### src/rtl/mem_arbiter.sv
// ============================================================================
// Module   : mem_arbiter
// Brief    : Round-robin arbiter sharing one SDRAM burst port between the
//            instruction cache (read-only) and the data cache (fill/writeback).
// Revision : 1.0 - initial release
// ============================================================================
`default_nettype none

module mem_arbiter #(
  parameter int ADDR_WIDTH     = 13,
  parameter int DATA_WIDTH     = 64,
  parameter int TIMEOUT_CYCLES = 1024
) (
  input  logic                  clk,
  input  logic                  rst,
  // instruction cache refill port
  input  logic                  i_mem_req,
  input  logic [ADDR_WIDTH-1:0] i_mem_address,
  output logic                  i_mem_ready,
  output logic [DATA_WIDTH-1:0] i_from_mem,
  // data cache refill / writeback port
  input  logic                  d_mem_req,
  input  logic                  d_mem_wren,
  input  logic [ADDR_WIDTH-1:0] d_mem_address,
  input  logic [DATA_WIDTH-1:0] d_to_mem,
  output logic                  d_mem_ready,
  output logic [DATA_WIDTH-1:0] d_from_mem,
  // SDRAM controller burst port
  output logic                  sdram_req,
  output logic                  sdram_wren,
  output logic [ADDR_WIDTH-1:0] sdram_address,
  output logic [DATA_WIDTH-1:0] sdram_wdata,
  input  logic [DATA_WIDTH-1:0] sdram_rdata,
  input  logic                  sdram_ready,
  // debug / status
  output logic                  grant_i,
  output logic                  grant_d,
  output logic                  timeout_err
);

  localparam int c_WD_WIDTH = $clog2(TIMEOUT_CYCLES);
  localparam logic [c_WD_WIDTH-1:0] c_WD_MAX = c_WD_WIDTH'(TIMEOUT_CYCLES - 1);

  typedef enum logic [1:0] {
    ST_IDLE   = 2'd0,
    ST_BUSY_I = 2'd1,
    ST_BUSY_D = 2'd2
  } state_t;

  state_t                  r_state;
  state_t                  w_next_state;
  logic                    r_last_grant_d;
  logic                    r_wren;
  logic [ADDR_WIDTH-1:0]   r_address;
  logic [DATA_WIDTH-1:0]   r_wdata;
  logic [c_WD_WIDTH-1:0]   r_watchdog;
  logic [c_WD_WIDTH-1:0]   w_watchdog_inc;
  logic                    r_timeout;
  logic                    w_grant_edge;
  logic                    w_busy;

  always_ff @(posedge clk or negedge rst) begin
    if (!rst) begin
      r_state <= ST_IDLE;
    end else begin
      r_state <= w_next_state;
    end
  end

  // A tie goes to whichever side did not win last; last grant resets to I.
  always_comb begin
    w_next_state = r_state;
    case (r_state)
      ST_IDLE: begin
        if (i_mem_req && d_mem_req) begin
          w_next_state = r_last_grant_d ? ST_BUSY_I : ST_BUSY_D;
        end else if (i_mem_req) begin
          w_next_state = ST_BUSY_I;
        end else if (d_mem_req) begin
          w_next_state = ST_BUSY_D;
        end
      end
      ST_BUSY_I, ST_BUSY_D: begin
        if (sdram_ready) begin
          w_next_state = ST_IDLE;
        end
      end
      default: w_next_state = ST_IDLE;
    endcase
  end

  assign w_grant_edge   = (r_state == ST_IDLE) && (w_next_state != ST_IDLE);
  assign w_busy         = (r_state == ST_BUSY_I) || (r_state == ST_BUSY_D);
  assign w_watchdog_inc = r_watchdog + 1'b1;

  always_ff @(posedge clk or negedge rst) begin
    if (!rst) begin
      r_last_grant_d <= 1'b0;
      r_wren         <= 1'b0;
      r_address      <= '0;
      r_wdata        <= '0;
    end else if (w_grant_edge) begin
      r_last_grant_d <= (w_next_state == ST_BUSY_D);
      if (w_next_state == ST_BUSY_D) begin
        r_wren    <= d_mem_wren;
        r_address <= d_mem_address;
        r_wdata   <= d_to_mem;
      end else begin
        r_wren    <= 1'b0;
        r_address <= i_mem_address;
      end
    end
  end

  // Watchdog only flags a stalled controller; the transaction keeps running.
  always_ff @(posedge clk or negedge rst) begin
    if (!rst) begin
      r_watchdog <= '0;
      r_timeout  <= 1'b0;
    end else if (w_grant_edge) begin
      r_watchdog <= '0;
    end else if (w_busy && !sdram_ready && (r_watchdog != c_WD_MAX)) begin
      r_watchdog <= w_watchdog_inc;
      if (w_watchdog_inc == c_WD_MAX) begin
        r_timeout <= 1'b1;
      end
    end
  end

  assign sdram_req     = w_busy && !sdram_ready;
  assign sdram_wren    = r_wren;
  assign sdram_address = r_address;
  assign sdram_wdata   = r_wdata;

  assign grant_i       = (r_state == ST_BUSY_I);
  assign grant_d       = (r_state == ST_BUSY_D);
  assign i_mem_ready   = grant_i && sdram_ready;
  assign d_mem_ready   = grant_d && sdram_ready;
  assign i_from_mem    = sdram_rdata;
  assign d_from_mem    = sdram_rdata;
  assign timeout_err   = r_timeout;

endmodule

`default_nettype wire

### config.mk
export PLATFORM = sky130hd
export DESIGN_NAME = mem_arbiter
export DESIGN_NICKNAME = d
export VERILOG_FILES = /design/src/rtl/mem_arbiter.sv
export SDC_FILE = /design/constraint.sdc
export NUM_CORES = 1
export LEC_CHECK = 0
export BUFFER_PORTS_ARGS = -buffer_cell sky130_fd_sc_hd__buf_4
export CAP_MARGIN = 20
export CORE_AREA = 2 2 143 145
export DETAILED_ROUTE_END_ITERATION = 10
export DIE_AREA = 0 0 145 147
export HOLD_SLACK_MARGIN = 0.12
export PLACE_DENSITY = 0.63
export REMOVE_ABC_BUFFERS = 1
export SLEW_MARGIN = 20
export SYNTH_ARGS = -nofsm -noshare
export SYNTH_HDL_FRONTEND = slang
export SYNTH_SLANG_ARGS = --single-unit
### constraint.sdc
create_clock -name clk -period 3.4 [get_ports clk]
set_input_delay 1.02 -clock clk [delete_from_list [all_inputs] [get_ports clk]]
set_output_delay 1.02 -clock clk [all_outputs]
set_load 0.005 [all_outputs]
# After elaboration in Yosys (flattened, before gate mapping)
# Index checks and enable logic that the tools add are counted.
[totals] reg_bits=92 input_bits=160 output_inout_bits=212 word_cells=38
[classes] add_sub_neg=1 eq_ne=5 n_mux=10 bitwise=1 n_reduce_logical=14
[op_table] cell="2-to-1 mux 10 bit" count=2
[op_table] cell="2-to-1 mux 13 bit" count=1
[op_table] cell="adder 10 x 1 -> 10 bit (second input constant)" count=1
[op_table] cell="equality test 10 bit (second input constant)" count=1
[op_table] cell="2-to-1 mux 2 bit" count=5
[op_table] cell="!= test 10 bit (second input constant)" count=1
[op_table] cell="logical AND 1 bit" count=6
[op_table] cell="equality test 2 bit (second input constant)" count=2
[op_table] cell="one-hot mux 2 bit (2 select lines)" count=1
[op_table] cell="nonzero test 2 bit" count=2
[op_table] cell="AND reduction 3 bit" count=1
[op_table] cell="equality test 2 x 1 -> 1 bit (second input constant)" count=1
[op_table] cell="zero test 2 bit" count=1
[op_table] cell="AND reduction 2 bit" count=1
[op_table] cell="OR reduction 2 bit" count=1
[op_table] cell="zero test 1 bit" count=1
[op_table] cell="logical OR 1 bit" count=1
[op_table] cell="2-to-1 mux 1 bit" count=1
[op_table] cell="inverter 1 bit" count=1

# Depth between registers and ports, before layout
# Gate-level depths: netlist of the first run.
[logic_depth] word_depth=8 depth_mapped=11

# Least setup slack after synthesis of the first run
# No wires, ideal clock.
[synth_path] path_type="input to register" from="input d_mem_req" to="register r_wdata[10], in the netlist sdram_wdata[10]" arrival_time_ps=2298 t_required_ps=3275 setup_slack_ps=977 path_stages=8 path_buffers=3 path_cell_list="nor2b_1 nand3b_1 and2_1 buf_4 nand3_2 buf_6 buf_6 mux2_4"
[synth_via] elab_chain_len=7 elab_cells_between_ends=9 cone_classes="1 x eq/ne; 4 x mux; 4 x reduce/logical"
[synth_lines] element="start: declaration" line_no="22" source="input logic d_mem_req,"
[synth_lines] element="2-to-1 mux 2 bit" line_no="79" source="end else if (d_mem_req) begin"
[synth_lines] element="2-to-1 mux 2 bit" line_no="77" source="end else if (i_mem_req) begin"
[synth_lines] element="2-to-1 mux 2 bit *" line_no="75" source="if (i_mem_req && d_mem_req) begin"
[synth_lines] element="one-hot mux 2 bit (2 select lines) *" line_no="73" source="case (r_state)"
[synth_lines] element="nonzero test 2 bit" line_no="92" source="assign w_grant_edge = (r_state == ST_IDLE) && (w_next_state != ST_IDLE);"
[synth_lines] element="logical AND 1 bit" line_no="92"
[synth_lines] element="AND reduction 2 bit (no line) *"
[synth_lines] element="end signal: assignment" line_no="107" source="r_wdata <= d_to_mem;"
[synth_lines] element="end: declaration" line_no="55" source="logic [DATA_WIDTH-1:0] r_wdata;"
# Mark *: on every way between the ends. The rest lies on a longest branch, timed or not.
# A chain may end at the register's enable or synchronous reset.

# Final worst setup path of the first run
[layout_path] from="register r_state[0]" to="register r_wdata[58], in the netlist sdram_wdata[58]"
[layout_via] elab_chain_len=7 elab_cells_between_ends=13 cone_classes="3 x eq/ne; 5 x mux; 5 x reduce/logical"
[layout_lines] element="start: declaration" line_no="50" source="state_t r_state;"
[layout_lines] element="start signal: assignment" line_no="66" source="r_state <= w_next_state;"
[layout_lines] element="2-to-1 mux 2 bit" line_no="79"
[layout_lines] element="2-to-1 mux 2 bit" line_no="77"
[layout_lines] element="2-to-1 mux 2 bit" line_no="75"
[layout_lines] element="one-hot mux 2 bit (2 select lines)" line_no="73"
[layout_lines] element="nonzero test 2 bit" line_no="92"
[layout_lines] element="logical AND 1 bit" line_no="92"
[layout_lines] element="AND reduction 2 bit (no line) *"
# Marks and branches as above.

==> metrics.yaml, run 1 <==
numPlacedInstances: 761
fin_util_pct: 31.2
grt_max_degree: 93
complex_gate_fraction_of_the_synthesized_area_pct: 5.71
pre_cts_ws_ns: 0.267
ys_types: 43
placed_area_um2: 5860
worst-path-max-fanout: 18
tritoncts: "built"
fp-row-count: 52
cap_violations: 0
timing.critical_path.cells: "inv_1 > ha_1 > nand2b_4 > inv_2 > a2bb2oi_1 > a21o_2 > inv_4 > nand3_4 > buf_4 > mux2_2"
fill_cells: 2027
multi_input_area_um2: 1720
clockRootBuffer: "clkbuf_16"
ys_seq_elements: 92
core_region_area_um2: 19800
ys.warnings.count: 0
setup_ws_ns: 0.614
tightestPinTransition_ns: 0.550
drcViolationCount: 0
worst_path_largest_cell_delay_ns: 0.41
per_cell_routed_wire_length_um: 27.5
die-width_um: 145
path_buf_inv: 4
number_of_global_route_vias_before_repair: 3539
hold_viol_final: 0
syn-mean-instance-area_um2: 11.5
seq_area_um2: 2300
cts_inserted_buffers: 9
power_uw: 5800
crit_path_start: "r_state[0]"
cp_class: "register to register"
netlist_area_um2: 5110
layout.cell_area.non_filler_um2: 6190
first_pass_grt_wire_length_mm: 29.4
max_freq_mhz: 359
drt_wl_total_mm: 21.4
fin_worst_skew_ns: 0.00647
clock-sinks: 92
post_layout_nonfiller_instances: 777
ioPinCount: 372
grt_use_total_pct: 19.7
yosys-top-cells-area: "dfrtp_1 45%, buf_4 19%, mux2_4 11%, mux2_2 5.7%, a31oi_1 1.7%"
layout_worst_path_cycle_share_pct: 82.0
clk_path_buf_depth: 2
area.growth.synth_to_final_pct: 21.2
netlist.top_cell.by_area: "dfrtp_1"
via_count: 3497
timing.critical_path.required_ns: 3.63
post-synth-top-area-fraction_pct: 45.1
grt.overflow.total: 0
antenna_violating_nets_post_route: 0
placement.io_buffers: 179
n_antenna_cell: 0
outcome: "finished, final reports clean"
timing.critical_path.from_type: "register"
clkTransAtPathRegs_ns: 0.07
post_synthesis_simple_gate_area_fraction_pct: 7.52
combinational_family_with_the_most_area_after_synthesis: "buffers and inverters"
cts_setup_buffers: 0
holdBufCountCts: 0
ys_top_cells_by_count: "129 x buf_4, 92 x dfrtp_1, 38 x mux2_4, 26 x mux2_2, 23 x nor2_1"
synth_flop_cell: "dfrtp_1"
cts-resized-gates: 0
synth_mux_area_share_pct: 16.9
first_iter_violations: 184
hold_startpoint: "timeout_err"
irDropWorstVdd_mv: 0.382
slew_headroom_pct: 63.4
synth_edf_count: 0
sequential_element_share_of_the_synthesized_area_pct: 45.1
timing.rr.start: "r_state[0]"
drive_above_1_share_pct: 55.0
die_height_um: 147
detailed_place_hpwl_mm: 17.4
critical-path-top-delay-family: "compound AO/OA/AOI/OAI gates"
synthArstFlopShare_pct: 100
drt_first_pass_iters: 4
layout.nets: 668
finalSetupViolations: 0
die-area_um2: 21300
start_util_pct: 25.8
post_synth_xor_area_fraction_pct: 1.54
synth.most_common_cell: "buf_4"
gate_count_of_the_mapped_netlist: 446
grt_antenna_before_repair: 0
power_per_cell_area_nw_per_um2: 936
htree_levels: 3
leakagePower_uw: 0.00299
worst_ep_arrival_time_ns: 3.02
end_kind: "register"
place.gp.congestion: 0.800
slowest_stage: "dfrtp_1"
synth_fa_ha_area_share_pct: 1.47
finalCriticalPeriod_ns: 2.79
routed_via_density: 4.50
final-max-slew-violation-count: 0
worstHoldPathType: "register to register"
rsz_0062_raised_after_global_routing: "no"
insertion_delay_ns: 0.34
-- worst min-delay path, delay by kind of cell, from the launching register on --
kind                   cells  cell delay [ns]
flip-flops                 1             0.35
buffers and inverters      1             0.05
AO/OA/AOI/OAI              1             0.06
-- registers in the layout, indices dropped and copies added (netlist names) --
signal / cells
r_watchdog: 10
sdram_wren: 1
sdram_wdata: 64
timeout_err: 1
r_last_grant_d: 1
sdram_address: 13
r_state: 2
-- power by group --
part	total (uW)	leakage, uW	switching (uW)	internal, uW
registers	1930	0.00110	307	1620
clock network	1120	0.000164	443	672
logic	2750	0.00173	1110	1640
-- kinds of logic (layout without fill, tap and decap cells) --
| logic type | after synthesis | in the layout |
|---|---|---|
| DFF | 92 | 92 |
| adders and majority gates | 6 | 6 |
| AOI/OAI and AO/OA | 45 | 45 |
| and+or+nand+nor | 74 | 74 |
| buffers and inverters | 156 | 217 |
| muxes | 64 | 64 |
| xor gates and xnor gates | 9 | 9 |
-- cells in the final DEF, fill, tap and decap left out, drive strengths merged, types with 3 or more instances in the layout --
cell type	n
and2	8
dfrtp	92
nand3	16
nand4	3
o21ai	17
nand2	8
ha	6
inv	12
a31oi	14
nor2b	4
and3	3
buf	191
mux2	64
xor2	6
clkbuf	10
xnor2	3
nor2	23
nand2b	3
-- worst paths after layout --
kind                            slack (ns)               to  cells after the start
worst max-delay path                  0.61  sdram_wdata[58]                     10
worst min-delay path                  0.49      timeout_err                      2
worst max register to register        0.61  sdram_wdata[58]                     10
worst min register to register        0.49      timeout_err                      2
max in group asynchronous             2.29  sdram_wdata[44]                      2
min in group asynchronous             0.73  sdram_wdata[12]                      2
-- final cells by class --
class	count	area share [%]
multi-input combinational	198	27.8
clock inverter	6	1.54
timing repair buffer	191	23.6
inverter	10	0.647
clock buffer	10	3.86
tap	270	5.46
sequential	92	37.2
-- stage by stage --
step	hold slack, ns	TNS (ns)
final	0.493	0
after global routing	0.524	0
after CTS	0.500	0
after detailed placement	0.477	0
after global placement	0.455	0
after floorplan	0.454	-24.33
-- layer usage --
layer	wire, um	part of all wire, %	global-route usage, %
met4	313	1.5	4.60
met3	4910	23	22.0
met2	8590	40	26.2
met5	309	1.4	12.7
met1	7260	34	19.3
No activity file was read; power rests on OpenSTA's default activity.
==> inputs of run 2 (changes only) <==
Settings changed: ABC_AREA from default to 1, PLACE_DENSITY 0.63 to 0.65.
Clock period 3.4 ns to 2.4 ns, I/O delays scaled along.
==> metrics.yaml, run 2 <==
tritoncts: "built"
antenna_violating_nets_post_route: 0
power_per_cell_area_nw_per_um2: 1210
clk_path_buf_depth: 2
finalCriticalPeriod_ns: 2.14
worst-path-max-fanout: 5
irDropWorstVdd_mv: 0.482
clock_power_share_pct: 21.8
die-area_um2: 21300
multi_input_area_um2: 1530
hold_viol_final: 0
seq_area_um2: 2300
grt_use_total_pct: 23.0
layout.nets: 851
htree_levels: 3
clock-sinks: 92
ys_seq_elements: 92
fin_tns_setup_ns: 0
power_share_of_the_sequential_group_pct: 35.8
via_count: 4274
synthArstFlopShare_pct: 100
holdBufCountCts: 0
ys_top_cells_by_count: "302 x nand2_1, 128 x buf_4, 92 x dfrtp_1, 33 x nand3_1, 22 x inv_1"
largest_reg_flops: 64
number_of_global_route_vias_before_repair: 4100
sequential_element_share_of_the_synthesized_area_pct: 45.8
gate_count_of_the_mapped_netlist: 635
synth_edf_count: 0
worst_path_largest_cell_delay_ns: 0.44
mostFrequentLayoutCells: "302 x nand2_1, 185 x buf_4, 92 x dfrtp_1, 32 x nand3_1, 22 x inv_1"
per_cell_routed_wire_length_um: 25.8
most_frequent_standard_cell_in_the_layout_excluding_fill_and_tap_cells: "nand2_1"
first_iter_violations: 200
post-synth-top-area-fraction_pct: 45.8
critical-path-top-delay-family: "flip-flops"
grt.overflow.total: 0
fill_cells: 2182
area.growth.synth_to_final_pct: 20.3
grt_antenna_before_repair: 0
die_height_um: 147
leakagePower_uw: 0.00335
timing.critical_path.from_type: "register"
timing.rr.start: "r_state[1]"
combinationalPowerShare_pct: 42.5
syn-mean-instance-area_um2: 7.91
ys.warnings.count: 0
n_antenna_cell: 0
cp_class: "register to output port"
clkTransAtPathRegs_ns: 0.06
routed_via_density: 4.45
timing.critical_path.cells: "inv_1 > ha_1 > nand2_1 > inv_2 > buf_4"
netlist_area_um2: 5020
crit_path_start: "r_state[0]"
internal_power_uw: 4590
start_util_pct: 25.3
worstHoldPathType: "input pin to asynchronous set/reset pin"
switching_share_of_power_pct: 37.4
clockRootBuffer: "clkbuf_16"
cap_violations: 0
drcViolationCount: 0
timing.critical_path.required_ns: 1.68
ys_types: 19
fp-row-count: 52
power_uw: 7330
final.hold.worst_slack_ns: 0.398
placement.io_buffers: 179
switching_power_uw: 2740
synth.most_common_cell: "nand2_1"
yosys-top-cells-area: "dfrtp_1 46%, nand2_1 23%, buf_4 19%, nand3_1 3.3%, inv_1 1.6%"
path_buf_inv: 3
rsz_0062_raised_after_global_routing: "no"
worst_ep_arrival_time_ns: 1.42
fin_worst_skew_ns: 0.0118
max_freq_mhz: 468
die-width_um: 145
ioPinCount: 372
netlist.top_cell.by_area: "dfrtp_1"
drive_above_1_share_pct: 30.6
grt_max_degree: 93
place.gp.congestion: 0.901
drt_wl_total_mm: 24.7
synth_flop_cell: "dfrtp_1"
core_region_area_um2: 19800
end_kind: "output port"
cts_inserted_buffers: 9
tightestPinTransition_ns: 0.564
layout_worst_path_cycle_share_pct: 89.1
final-max-slew-violation-count: 0
detailed_place_hpwl_mm: 20.7
insertion_delay_ns: 0.35
slew_headroom_pct: 62.4
outcome: "finished, final reports clean"
cts-resized-gates: 0
cts_setup_buffers: 0
finalSetupViolations: 0
first_pass_grt_wire_length_mm: 33.3
slowest_stage: "dfrtp_1"
drt_first_pass_iters: 6
[run 2: stage by stage]
| step | std cells | utilization [%] | setup WS, ns | cell area, um2 |
|---|---|---|---|---|
| 6_report | 960 | 30.4 | 0.262 | 6040 |
| 2_1_floorplan | 486 | - | -1.37 | 3920 |
| 5_1_grt | 960 | 30.4 | 0.113 | 6040 |
| 3_5_place_dp | 944 | 28.8 | 0.200 | 5710 |
| 3_3_place_gp | 944 | 28.8 | 0.233 | 5710 |
| 4_1_cts | 960 | 30.4 | 0.235 | 6040 |
[run 2: layout make-up]
class,count,area share [%]
clock inverters,7,1.72
multi-input cells,368,25.3
flip-flops and latches,92,38.1
well taps,270,5.59
repair buffers,188,24.0
clock buffers,9,3.73
inverters,26,1.62
[run 2: power by group through the flow]
stage          registers [uW]  clock network [uW]  logic [uW]
6_report                 2620                1600        3110
5_1_grt                  2700                1720        3500
4_1_cts                  2620                1660        3180
3_5_place_dp             2620                   0        3180
3_3_place_gp             2630                   0        3120
2_1_floorplan            2610                   0        1350
[run 2: kinds of logic after synthesis]
group | count (synthesis) | share of synthesized area [%]
flip-flops | 92 | 45.8
XOR/XNOR | 2 | 0.349
adder cells (fa/ha/maj) | 6 | 1.49
AND/OR/NAND/NOR | 344 | 26.6
AO/OA/AOI/OAI | 16 | 1.87
buffers and inverters | 175 | 23.9
[run 2: per-layer routing]
layer	up-vias	track usage [%]	share of wire, %
met2	414	34.2	43
met5	-	9.32	0.79
met3	38	27.0	25
li1	1904	-	-
met4	6	8.42	3.3
met1	1912	18.2	28
[run 2: final timing paths]
check	to	slack, ns	depth (start not counted)
max	sdram_req	0.26	5
min	sdram_address[6]	0.40	2
max reg2reg	sdram_wdata[37]	0.30	11
min reg2reg	timeout_err	0.47	2
max in group asynchronous	sdram_wdata[2]	1.55	2
min in group clk	timeout_err	0.47	2
[run 2: worst reg2reg max path, cell delays in order (launching register included)]
cell and delay (ns):
dfrtp_1 0.44, inv_1 0.09, ha_1 0.27, nand2_1 0.06, inv_2 0.07, nand2_1 0.10
a21oi_4 0.26, nand3_2 0.18, inv_2 0.12, buf_12 0.21, nand2_1 0.15, nand2_1 0.08
